### src/rtl/mdr_mem_if_pkg.sv
`default_nettype none
// ============================================================================
// Module      : mdr_mem_if_pkg
// Description : Shared types and default widths for the memory front end
//               (MAR/MDR holder and RAM request/acknowledge sequencer).
// Contents    : mem_state_t   - transaction FSM state encoding
//               c_DATA_WIDTH  - default bus / MDR / RAM data width
//               c_ADDR_WIDTH  - default MAR / RAM address width
// Revision    : 1.0 - initial release
// ============================================================================
package mdr_mem_if_pkg;

  localparam int unsigned c_DATA_WIDTH = 32;
  localparam int unsigned c_ADDR_WIDTH = 9;

  typedef enum logic [1:0] {
    IDLE    = 2'd0,
    RD_WAIT = 2'd1,
    WR_WAIT = 2'd2
  } mem_state_t;

endpackage
`default_nettype wire

### src/rtl/mdr_mem_if_if.sv
`default_nettype none
// ============================================================================
// Module      : mdr_mem_if_if
// Description : Bundle of the shared-bus, control-strobe and RAM handshake
//               signals of the memory front end.
// Modports    : slave  - seen by mdr_mem_if (strobes/bus/RAM response in,
//                        MDR, RAM request and status out)
//               master - seen by the control unit / RAM / testbench
// Signals     : BusMuxOut, MARin, MDRin, Read, Write, BusMuxInMDR, mem_addr,
//               mem_wdata, mem_req, mem_we, mem_rdata, mem_ack, busy, done,
//               mem_err
// Revision    : 1.0 - initial release
// ============================================================================
interface mdr_mem_if_if
  import mdr_mem_if_pkg::*;
#(
  parameter int unsigned DATA_WIDTH = c_DATA_WIDTH,
  parameter int unsigned ADDR_WIDTH = c_ADDR_WIDTH
);

  logic [DATA_WIDTH-1:0] BusMuxOut;
  logic                  MARin;
  logic                  MDRin;
  logic                  Read;
  logic                  Write;
  logic [DATA_WIDTH-1:0] BusMuxInMDR;
  logic [ADDR_WIDTH-1:0] mem_addr;
  logic [DATA_WIDTH-1:0] mem_wdata;
  logic                  mem_req;
  logic                  mem_we;
  logic [DATA_WIDTH-1:0] mem_rdata;
  logic                  mem_ack;
  logic                  busy;
  logic                  done;
  logic                  mem_err;

  modport slave (
    input  BusMuxOut, MARin, MDRin, Read, Write, mem_rdata, mem_ack,
    output BusMuxInMDR, mem_addr, mem_wdata, mem_req, mem_we, busy, done,
           mem_err
  );

  modport master (
    output BusMuxOut, MARin, MDRin, Read, Write, mem_rdata, mem_ack,
    input  BusMuxInMDR, mem_addr, mem_wdata, mem_req, mem_we, busy, done,
           mem_err
  );

endinterface
`default_nettype wire

### src/rtl/mdr_mem_if_watchdog.sv
`default_nettype none
// ============================================================================
// Module      : mdr_mem_if_watchdog
// Description : Counts cycles while a memory request is outstanding and
//               flags the cycle in which the TIMEOUT_CYCLES-th request cycle
//               is being sampled without an acknowledge.
// Ports       : clk       - clock
//               rst       - asynchronous active-high reset
//               i_run     - high while a transaction is outstanding
//               o_expired - high in the last allowed request cycle
// Revision    : 1.0 - initial release
// ============================================================================
module mdr_mem_if_watchdog #(
  parameter int unsigned TIMEOUT_CYCLES = 16
) (
  input  wire logic clk,
  input  wire logic rst,
  input  wire logic i_run,
  output logic      o_expired
);

  localparam int unsigned           c_CNT_W = $clog2(TIMEOUT_CYCLES + 1);
  localparam logic [c_CNT_W-1:0]    c_LAST  = c_CNT_W'(TIMEOUT_CYCLES - 1);

  logic [c_CNT_W-1:0] r_cnt;

  // The count restarts in every idle cycle, so a transaction accepted in a
  // done cycle still begins from zero. Saturates instead of wrapping.
  always_ff @(posedge clk or posedge rst) begin
    if (rst) begin
      r_cnt <= '0;
    end else if (!i_run) begin
      r_cnt <= '0;
    end else if (r_cnt != c_LAST) begin
      r_cnt <= r_cnt + 1'b1;
    end
  end

  assign o_expired = i_run && (r_cnt == c_LAST);

endmodule
`default_nettype wire

### src/rtl/mdr_mem_if.sv
`default_nettype none
// ============================================================================
// Module      : mdr_mem_if
// Description : Memory-side datapath front end. Holds MAR and MDR, drives
//               the MDR onto the bus mux, and runs a request/acknowledge
//               transaction with the RAM for Read/Write strobes while
//               reporting busy/done to the control sequencer.
// Ports       : clock - single clock, rising edge
//               clear - asynchronous active-high reset
//               bus   - mdr_mem_if_if.slave (strobes, shared bus, RAM
//                       handshake, busy/done/mem_err status)
// Options     : MEM_TIMEOUT_EN - when defined, an outstanding request with
//               no acknowledge after TIMEOUT_CYCLES request cycles is
//               aborted with a done pulse and a sticky mem_err.
// Revision    : 1.0 - initial release
// ============================================================================
module mdr_mem_if
  import mdr_mem_if_pkg::*;
#(
  parameter int unsigned DATA_WIDTH     = c_DATA_WIDTH,
  parameter int unsigned ADDR_WIDTH     = c_ADDR_WIDTH,
  parameter int unsigned TIMEOUT_CYCLES = 16
) (
  input  wire logic   clock,
  input  wire logic   clear,
  mdr_mem_if_if.slave bus
);

  if (TIMEOUT_CYCLES < 1) begin : g_bad_timeout
    $error("mdr_mem_if: TIMEOUT_CYCLES must be at least 1");
  end
  if (ADDR_WIDTH > DATA_WIDTH) begin : g_bad_addr_width
    $error("mdr_mem_if: ADDR_WIDTH must not exceed DATA_WIDTH");
  end

  mem_state_t            r_state;
  mem_state_t            w_state_next;
  logic [ADDR_WIDTH-1:0] r_mar;
  logic [ADDR_WIDTH-1:0] w_mar_next;
  logic [DATA_WIDTH-1:0] r_mdr;
  logic [DATA_WIDTH-1:0] w_mdr_next;
  logic                  r_req;
  logic                  w_req_next;
  logic                  r_we;
  logic                  w_we_next;
  logic                  r_done;
  logic                  w_done_next;
  logic                  w_busy;
  logic                  w_timeout;

  assign w_busy = (r_state != IDLE);

  always_ff @(posedge clock or posedge clear) begin
    if (clear) begin
      r_state <= IDLE;
    end else begin
      r_state <= w_state_next;
    end
  end

  // Datapath registers live alongside the state so an async clear abandons
  // the transaction and leaves MDR at zero in the same instant.
  always_ff @(posedge clock or posedge clear) begin
    if (clear) begin
      r_mar  <= '0;
      r_mdr  <= '0;
      r_req  <= 1'b0;
      r_we   <= 1'b0;
      r_done <= 1'b0;
    end else begin
      r_mar  <= w_mar_next;
      r_mdr  <= w_mdr_next;
      r_req  <= w_req_next;
      r_we   <= w_we_next;
      r_done <= w_done_next;
    end
  end

  always_comb begin
    w_state_next = r_state;
    w_mar_next   = r_mar;
    w_mdr_next   = r_mdr;
    w_req_next   = r_req;
    w_we_next    = r_we;
    w_done_next  = 1'b0;

    case (r_state)
      IDLE: begin
        // Bus loads only while idle so MAR/MDR stay stable for the RAM.
        if (bus.MARin) begin
          w_mar_next = bus.BusMuxOut[ADDR_WIDTH-1:0];
        end
        // A same-cycle Read owns MDR; the bus value would be overwritten.
        if (bus.MDRin && !bus.Read) begin
          w_mdr_next = bus.BusMuxOut;
        end
        // Read has priority; a simultaneous Write is dropped.
        if (bus.Read) begin
          w_state_next = RD_WAIT;
          w_req_next   = 1'b1;
          w_we_next    = 1'b0;
        end else if (bus.Write) begin
          w_state_next = WR_WAIT;
          w_req_next   = 1'b1;
          w_we_next    = 1'b1;
        end
      end

      RD_WAIT: begin
        if (bus.mem_ack) begin
          w_mdr_next   = bus.mem_rdata;
          w_state_next = IDLE;
          w_req_next   = 1'b0;
          w_we_next    = 1'b0;
          w_done_next  = 1'b1;
        end else if (w_timeout) begin
          w_state_next = IDLE;
          w_req_next   = 1'b0;
          w_we_next    = 1'b0;
          w_done_next  = 1'b1;
        end
      end

      WR_WAIT: begin
        if (bus.mem_ack || w_timeout) begin
          w_state_next = IDLE;
          w_req_next   = 1'b0;
          w_we_next    = 1'b0;
          w_done_next  = 1'b1;
        end
      end

      default: begin
        w_state_next = IDLE;
        w_req_next   = 1'b0;
        w_we_next    = 1'b0;
      end
    endcase
  end

`ifdef MEM_TIMEOUT_EN
  logic r_err;

  mdr_mem_if_watchdog #(
    .TIMEOUT_CYCLES (TIMEOUT_CYCLES)
  ) u_watchdog (
    .clk       (clock),
    .rst       (clear),
    .i_run     (w_busy),
    .o_expired (w_timeout)
  );

  // Ack wins over an expiry in the same cycle, so only a true abort sets
  // the error. Any accepted strobe starts a fresh transaction and clears it.
  always_ff @(posedge clock or posedge clear) begin
    if (clear) begin
      r_err <= 1'b0;
    end else if ((r_state == IDLE) && (bus.Read || bus.Write)) begin
      r_err <= 1'b0;
    end else if (w_busy && w_timeout && !bus.mem_ack) begin
      r_err <= 1'b1;
    end
  end

  assign bus.mem_err = r_err;
`else
  assign w_timeout   = 1'b0;
  assign bus.mem_err = 1'b0;
`endif

  assign bus.BusMuxInMDR = r_mdr;
  assign bus.mem_addr    = r_mar;
  assign bus.mem_wdata   = r_mdr;
  assign bus.mem_req     = r_req;
  assign bus.mem_we      = r_we;
  assign bus.busy        = w_busy;
  assign bus.done        = r_done;

endmodule
`default_nettype wire

### src/flat_wrapper.sv
// flat-port wrapper written by rule: the top's interface ports become plain ports
module mdr_mem_if_flat import mdr_mem_if_pkg::*;
#(
  parameter int unsigned DATA_WIDTH     = c_DATA_WIDTH,
  parameter int unsigned ADDR_WIDTH     = c_ADDR_WIDTH,
  parameter int unsigned TIMEOUT_CYCLES = 16
)
  (clock, clear, bus_BusMuxOut, bus_MARin, bus_MDRin, bus_Read, bus_Write, bus_mem_rdata, bus_mem_ack, bus_BusMuxInMDR, bus_mem_addr, bus_mem_wdata, bus_mem_req, bus_mem_we, bus_busy, bus_done, bus_mem_err);
  mdr_mem_if_if #(.DATA_WIDTH(DATA_WIDTH), .ADDR_WIDTH(ADDR_WIDTH)) bus_i ();
  input  wire logic clock;
  input  wire logic clear;
  input wire logic [$bits(bus_i.BusMuxOut)-1:0] bus_BusMuxOut;
  input wire logic [$bits(bus_i.MARin)-1:0] bus_MARin;
  input wire logic [$bits(bus_i.MDRin)-1:0] bus_MDRin;
  input wire logic [$bits(bus_i.Read)-1:0] bus_Read;
  input wire logic [$bits(bus_i.Write)-1:0] bus_Write;
  input wire logic [$bits(bus_i.mem_rdata)-1:0] bus_mem_rdata;
  input wire logic [$bits(bus_i.mem_ack)-1:0] bus_mem_ack;
  output wire logic [$bits(bus_i.BusMuxInMDR)-1:0] bus_BusMuxInMDR;
  output wire logic [$bits(bus_i.mem_addr)-1:0] bus_mem_addr;
  output wire logic [$bits(bus_i.mem_wdata)-1:0] bus_mem_wdata;
  output wire logic [$bits(bus_i.mem_req)-1:0] bus_mem_req;
  output wire logic [$bits(bus_i.mem_we)-1:0] bus_mem_we;
  output wire logic [$bits(bus_i.busy)-1:0] bus_busy;
  output wire logic [$bits(bus_i.done)-1:0] bus_done;
  output wire logic [$bits(bus_i.mem_err)-1:0] bus_mem_err;
  assign bus_i.BusMuxOut = bus_BusMuxOut;
  assign bus_i.MARin = bus_MARin;
  assign bus_i.MDRin = bus_MDRin;
  assign bus_i.Read = bus_Read;
  assign bus_i.Write = bus_Write;
  assign bus_i.mem_rdata = bus_mem_rdata;
  assign bus_i.mem_ack = bus_mem_ack;
  assign bus_BusMuxInMDR = bus_i.BusMuxInMDR;
  assign bus_mem_addr = bus_i.mem_addr;
  assign bus_mem_wdata = bus_i.mem_wdata;
  assign bus_mem_req = bus_i.mem_req;
  assign bus_mem_we = bus_i.mem_we;
  assign bus_busy = bus_i.busy;
  assign bus_done = bus_i.done;
  assign bus_mem_err = bus_i.mem_err;
  mdr_mem_if #(.DATA_WIDTH(DATA_WIDTH), .ADDR_WIDTH(ADDR_WIDTH), .TIMEOUT_CYCLES(TIMEOUT_CYCLES)) u_core (.clock(clock), .clear(clear), .bus(bus_i));
endmodule
### config.mk
export PLATFORM = sky130hd
export DESIGN_NAME = mdr_mem_if_flat
export DESIGN_NICKNAME = d
export VERILOG_FILES = /design/src/rtl/mdr_mem_if_pkg.sv /design/src/rtl/mdr_mem_if_if.sv /design/src/rtl/mdr_mem_if_watchdog.sv /design/src/rtl/mdr_mem_if.sv /design/src/flat_wrapper.sv
export SDC_FILE = /design/constraint.sdc
export NUM_CORES = 1
export LEC_CHECK = 0
export CORE_MARGIN = 5
export CORE_UTILIZATION = 34
export DETAILED_ROUTE_END_ITERATION = 7
export PLACE_DENSITY = 0.81
export SLEW_MARGIN = 25
export SYNTH_ARGS = -nofsm -noshare
export SYNTH_HDL_FRONTEND = slang
export SYNTH_HIERARCHICAL = 1
export SYNTH_SLANG_ARGS = --single-unit
### constraint.sdc
create_clock -name clock -period 1.76 [get_ports clock]
set_clock_uncertainty 0.1 [all_clocks]
set_input_delay 0.176 -clock clock [delete_from_list [all_inputs] [get_ports clock]]
set_output_delay 0.176 -clock clock [all_outputs]
set_load 0.02 [all_outputs]
---- Word-level counts from Yosys, hierarchy flattened ----
Index checks and enable logic that the tools add are counted.
storage, ports and cells
  word-level logic and storage cells ...... 36
  flip-flop bits (word level) ............. 46
cells by class
  multiplexer cells ....................... 15
  reductions and logical operators ........ 9
  eq/ne operators ......................... 6
operators by type and width
  cell                  number
  $mux W32              2
  $pmux W32 S2          1
  $mux W1               6
  $mux W2               3
  $ne A2 B1 Y1 const B  2
  $pmux W1 S2           2
  $pmux W2 S2           1
  $reduce_and A2 Y1     2
  $reduce_bool A2 Y1    2
  $ne A3 B3 Y1 const B  1
  $reduce_and A3 Y1     1
  $eq A2 B1 Y1 const B  1
  $eq A2 B2 Y1 const B  1
  $logic_not A2 Y1      1
  $ne A2 B2 Y1 const B  1
  $reduce_or A2 Y1      1
  $logic_and A1 B1 Y1   1
  $logic_not A1 Y1      1

---- Depth between registers and ports, before layout ----
  depth in word-level cells ............... 4
  depth in mapped cells ................... 7
  depth with buffers taken out ............ 5

---- Worst setup path after synthesis ----
OpenSTA, ideal clock, no wires.
  path type ............................... register to register
  from .................................... register, netlist name u_core/bus.mem_we
  to ...................................... register u_core.r_mdr[14], in the netlist u_core/bus.BusMuxInMDR[14]
  period minus slack after synthesis ...... 1.995 ns
  cell stages (with the launch flop) ...... 8
  data required time ...................... 1.535 ns
  path buffers ............................ 2
  arrival ................................. 1.770 ns
  library setup time ...................... 0.125 ns
  path slack .............................. -0.235 ns
  path through ............................ dfrtp_1 > inv_1 > ha_1 > buf_4 > mux2i_1 > a21oi_2 > buf_6 > mux2_2
RTL lines
  item                  RTL line          source
  end signal, assigned  mdr_mem_if.sv:72  r_mdr <= w_mdr_next;
  end, declared         mdr_mem_if.sv:40  logic [DATA_WIDTH-1:0] r_mdr;

---- Worst setup path in the final report ----
  from .................................... register u_core.r_state[0]
  to ...................................... register u_core.r_mdr[28], in the netlist u_core/bus.BusMuxInMDR[28]
on the way
  longest elaborated chain between the ends .. 3
  elaborated cells between the ends (all ways) .. 7
RTL lines
  item                                                   RTL line          source
  start, declared                                        mdr_mem_if.sv:36  mem_state_t r_state;
  start signal, assigned                                 mdr_mem_if.sv:57  r_state <= w_state_next;
  $eq A2 B1 Y1 or $logic_not A2 Y1 (tied branches)       mdr_mem_if.sv:87  case (r_state)
  $ne A2 B2 Y1 (no source line) (tied with other cells)  -
  $reduce_and A3 Y1 (no source line)                     -
Parallel ways exist; a longest one is shown, timed or not.
A chain may end at the register's enable or synchronous reset.

==> impl_metrics.env <==
export IMPL_synth_area_um2=2410
export IMPL_drt_iter0_markers=42
export IMPL_combPwrFrac=0.682
export IMPL_crit_fanout=7
export IMPL_p_sw_mw=3.27
export IMPL_synth_seq_cells=45
export IMPL_core_area_um2=6830
export IMPL_slew_violations=0
export IMPL_p_total_mw=8.74
export IMPL_setup_viol=26
export IMPL_clockPowerShare=0.092
export IMPL_violations="negative setup slack"
export IMPL_cts_buffer_depth=2
export IMPL_finalNetCount=387
export IMPL_track_usage=0.150
export IMPL_syn_nets=254
export IMPL_rrSetupSlack_ns=-0.05
export IMPL_vias=1847
export IMPL_avgSynthCellArea_um2=13.4
export IMPL_die_w_um=94.1
export IMPL_final_common_cell="clkdlybuf4s50_1"
export IMPL_clkTransAtPathRegs_ns=0.08
export IMPL_worstSetupPathType="reg2reg"
export IMPL_design_area_um2=4210
export IMPL_drc=0
export IMPL_dieArea_um2=8860
export IMPL_syn_instance_count=180
export IMPL_die_h_um=94.1
export IMPL_dr_pass1_iters=4
export IMPL_syn_to_final_growth_pct=75.0
export IMPL_setup_slack_ns=-0.0491
export IMPL_avgRoutedWirePerCell_um=16.4
export IMPL_period_minus_slack_ns=1.81
export IMPL_yosys_cell_types_count=20
export IMPL_drv_cap=0
export IMPL_required_ns=1.84
export IMPL_rsz0062_at_grt="yes"
export IMPL_swShare=0.374
export IMPL_outcome="finished with violations"
export IMPL_rows=30
export IMPL_root_buffer="clkbuf_8"
export IMPL_initial_core_util=0.352
export IMPL_hold_viol=0
export IMPL_cp_arrival_ns=1.89
export IMPL_placed_area_um2=3920
export IMPL_dp_hpwl_um=4940
export IMPL_leakage_nw=1.75
export IMPL_drt_wl_total_um=6710
export IMPL_max_vdd_ir_drop_mv=1.00
export IMPL_ant_nets=0
export IMPL_yosysSeqAreaShare=0.468
export IMPL_mostFrequentLayoutCells="clkdlybuf4s50_1 (146), mux2_2 (49), dfrtp_1 (44), mux2_4 (25), buf_4 (8)"
export IMPL_min_path_type="in2async"
export IMPL_cts_buffers=5
export IMPL_grt_start_max_net_pins=46
export IMPL_cts_tree="done"
export IMPL_viasPerCell=4.50
export IMPL_grt_pass1_vias=2094
export IMPL_power_frac_seq=0.226
export IMPL_grt_ovfl_total=0
export IMPL_power_per_cell_area_nw_per_um2=2070
export IMPL_antennaDiodeCount=0
export IMPL_portBuffers=147
export IMPL_h_tree_depth=2
export IMPL_insertion_delay_ns=0.29
export IMPL_globalplace_congestion=0.742
export IMPL_yosysWarnings=6
export IMPL_p_int_mw=5.47
export IMPL_fmax_mhz=553
export IMPL_startpoint_type="register"
export IMPL_io_pins=149
export IMPL_hold_slack_ns=0.125
export IMPL_antenna_found_initial=0
export IMPL_period_share=1.03
export IMPL_final_core_utilization=0.617
export IMPL_drive_gt1_frac=0.350
export IMPL_grt_pass1_wl_um=10400
export IMPL_clock_sinks=45
export IMPL_cp_end_kind="register"
==> stage by stage <==
stage                     setup TNS [ns]  cells  worst slack (ns)
after global routing               -2.36    410            -0.103
after detailed placement           -1.30    394           -0.0646
final                             -0.626    410           -0.0491
after floorplan                    -2.54    180           -0.0877
after CTS                         -0.504    411           -0.0297
after global placement            -0.146    394           -0.0197
==> final cells by class <==
type | count | area [µm²]
inverters | 4 | 17.5
fillers | 574 | 2620
clock inverters | 1 | 30.0
repair buffers | 166 | 1730
well taps | 96 | 120
multi-input cells | 91 | 1100
flip-flops and latches | 45 | 1130
clock buffers | 7 | 86.3
==> critical path, stage by stage (launching register included) <==
cell     delay [ns]
dfrtp_1        0.43
ha_4           0.20
mux2i_4        0.19
a21oi_4        0.18
buf_6          0.16
buf_12         0.14
mux2_4         0.30
==> cell families (layout without fill, tap and decap cells) <==
logic type	after synthesis	after routing	synth area share
muxes	75	75	0.350
DFF	45	45	0.468
AOI/OAI and AO/OA	6	6	0.0166
and+or+nand+nor	6	6	0.0156
adders and majority gates	3	3	0.0156
other	1	1	0.00156
buffers and inverters	44	178	0.133
==> flip-flops by register name (all words and copies together), names as in the netlist <==
| register | count |
|---|---|
| u_core/bus.mem_req | 1 |
| u_core/bus.done | 1 |
| u_core/r_state | 1 |
| u_core/bus.mem_addr | 9 |
| u_core/bus.mem_we | 1 |
| u_core/bus.BusMuxInMDR | 32 |
==> cells in the mapped netlist (all sizes together) <==
master / count / area share
a21oi: 2 / 0.0057
a31o: 1 / 0.0036
a31oi: 1 / 0.0026
and2: 1 / 0.0026
and3b: 1 / 0.0036
buf: 40 / 0.13
conb: 1 / 0.0016
dfrtp: 45 / 0.47
ha: 3 / 0.016
inv: 4 / 0.0062
mux2: 74 / 0.35
mux2i: 1 / 0.0042
nand2: 1 / 0.0016
nand2b: 3 / 0.0078
o21ai: 1 / 0.0021
o22ai: 1 / 0.0026
==> layer usage <==
| metal | part of all wire | global-route usage |
|---|---|---|
| met5 | 0 | 0 |
| met4 | 0.0060 | 0.0385 |
| met3 | 0.069 | 0.0425 |
| met2 | 0.52 | 0.268 |
| met1 | 0.40 | 0.175 |
==> power groups by stage <==
stage          Clock [mW]  Sequential, mW  Combinational (mW)
4_1_cts             0.831            1.99                6.10
2_1_floorplan           0            2.57                2.83
6_report            0.804            1.97                5.96
3_5_place_dp            0            1.99                5.48
3_3_place_gp            0            1.96                5.39
5_1_grt             0.866            2.07                6.27
==> path summary, 6_finish.rpt <==
path / end / start / cells past startpoint
setup / recovery: u_core/bus.BusMuxInMDR[28]$_DFFE_PP0P_ / u_core/r_state[0]$_DFFE_PP0P_ / 6
hold / removal: u_core/bus.mem_addr[3]$_DFFE_PP0P_ / clear / 3
setup reg to reg: u_core/bus.BusMuxInMDR[28]$_DFFE_PP0P_ / u_core/r_state[0]$_DFFE_PP0P_ / 6
hold reg to reg: u_core/bus.mem_addr[3]$_DFFE_PP0P_ / u_core/bus.mem_addr[3]$_DFFE_PP0P_ / 1
max in group asynchronous: u_core/bus.mem_we$_DFFE_PP0P_ / clear / 3
min in group clock: u_core/bus.mem_addr[3]$_DFFE_PP0P_ / u_core/bus.mem_addr[3]$_DFFE_PP0P_ / 1
==> what timing repair did <==
| action | in CTS | in global routing |
|---|---|---|
| buffers inserted | 7 | 0 |
| setup endpoints to repair | 33 | 34 |
| gates cloned | 2 | 1 |
| hold buffers | 0 | 0 |
| pin swaps | 2 | 1 |
| resized for setup | 24 | 4 |
Note: power is estimated with default switching activity, not from simulation.
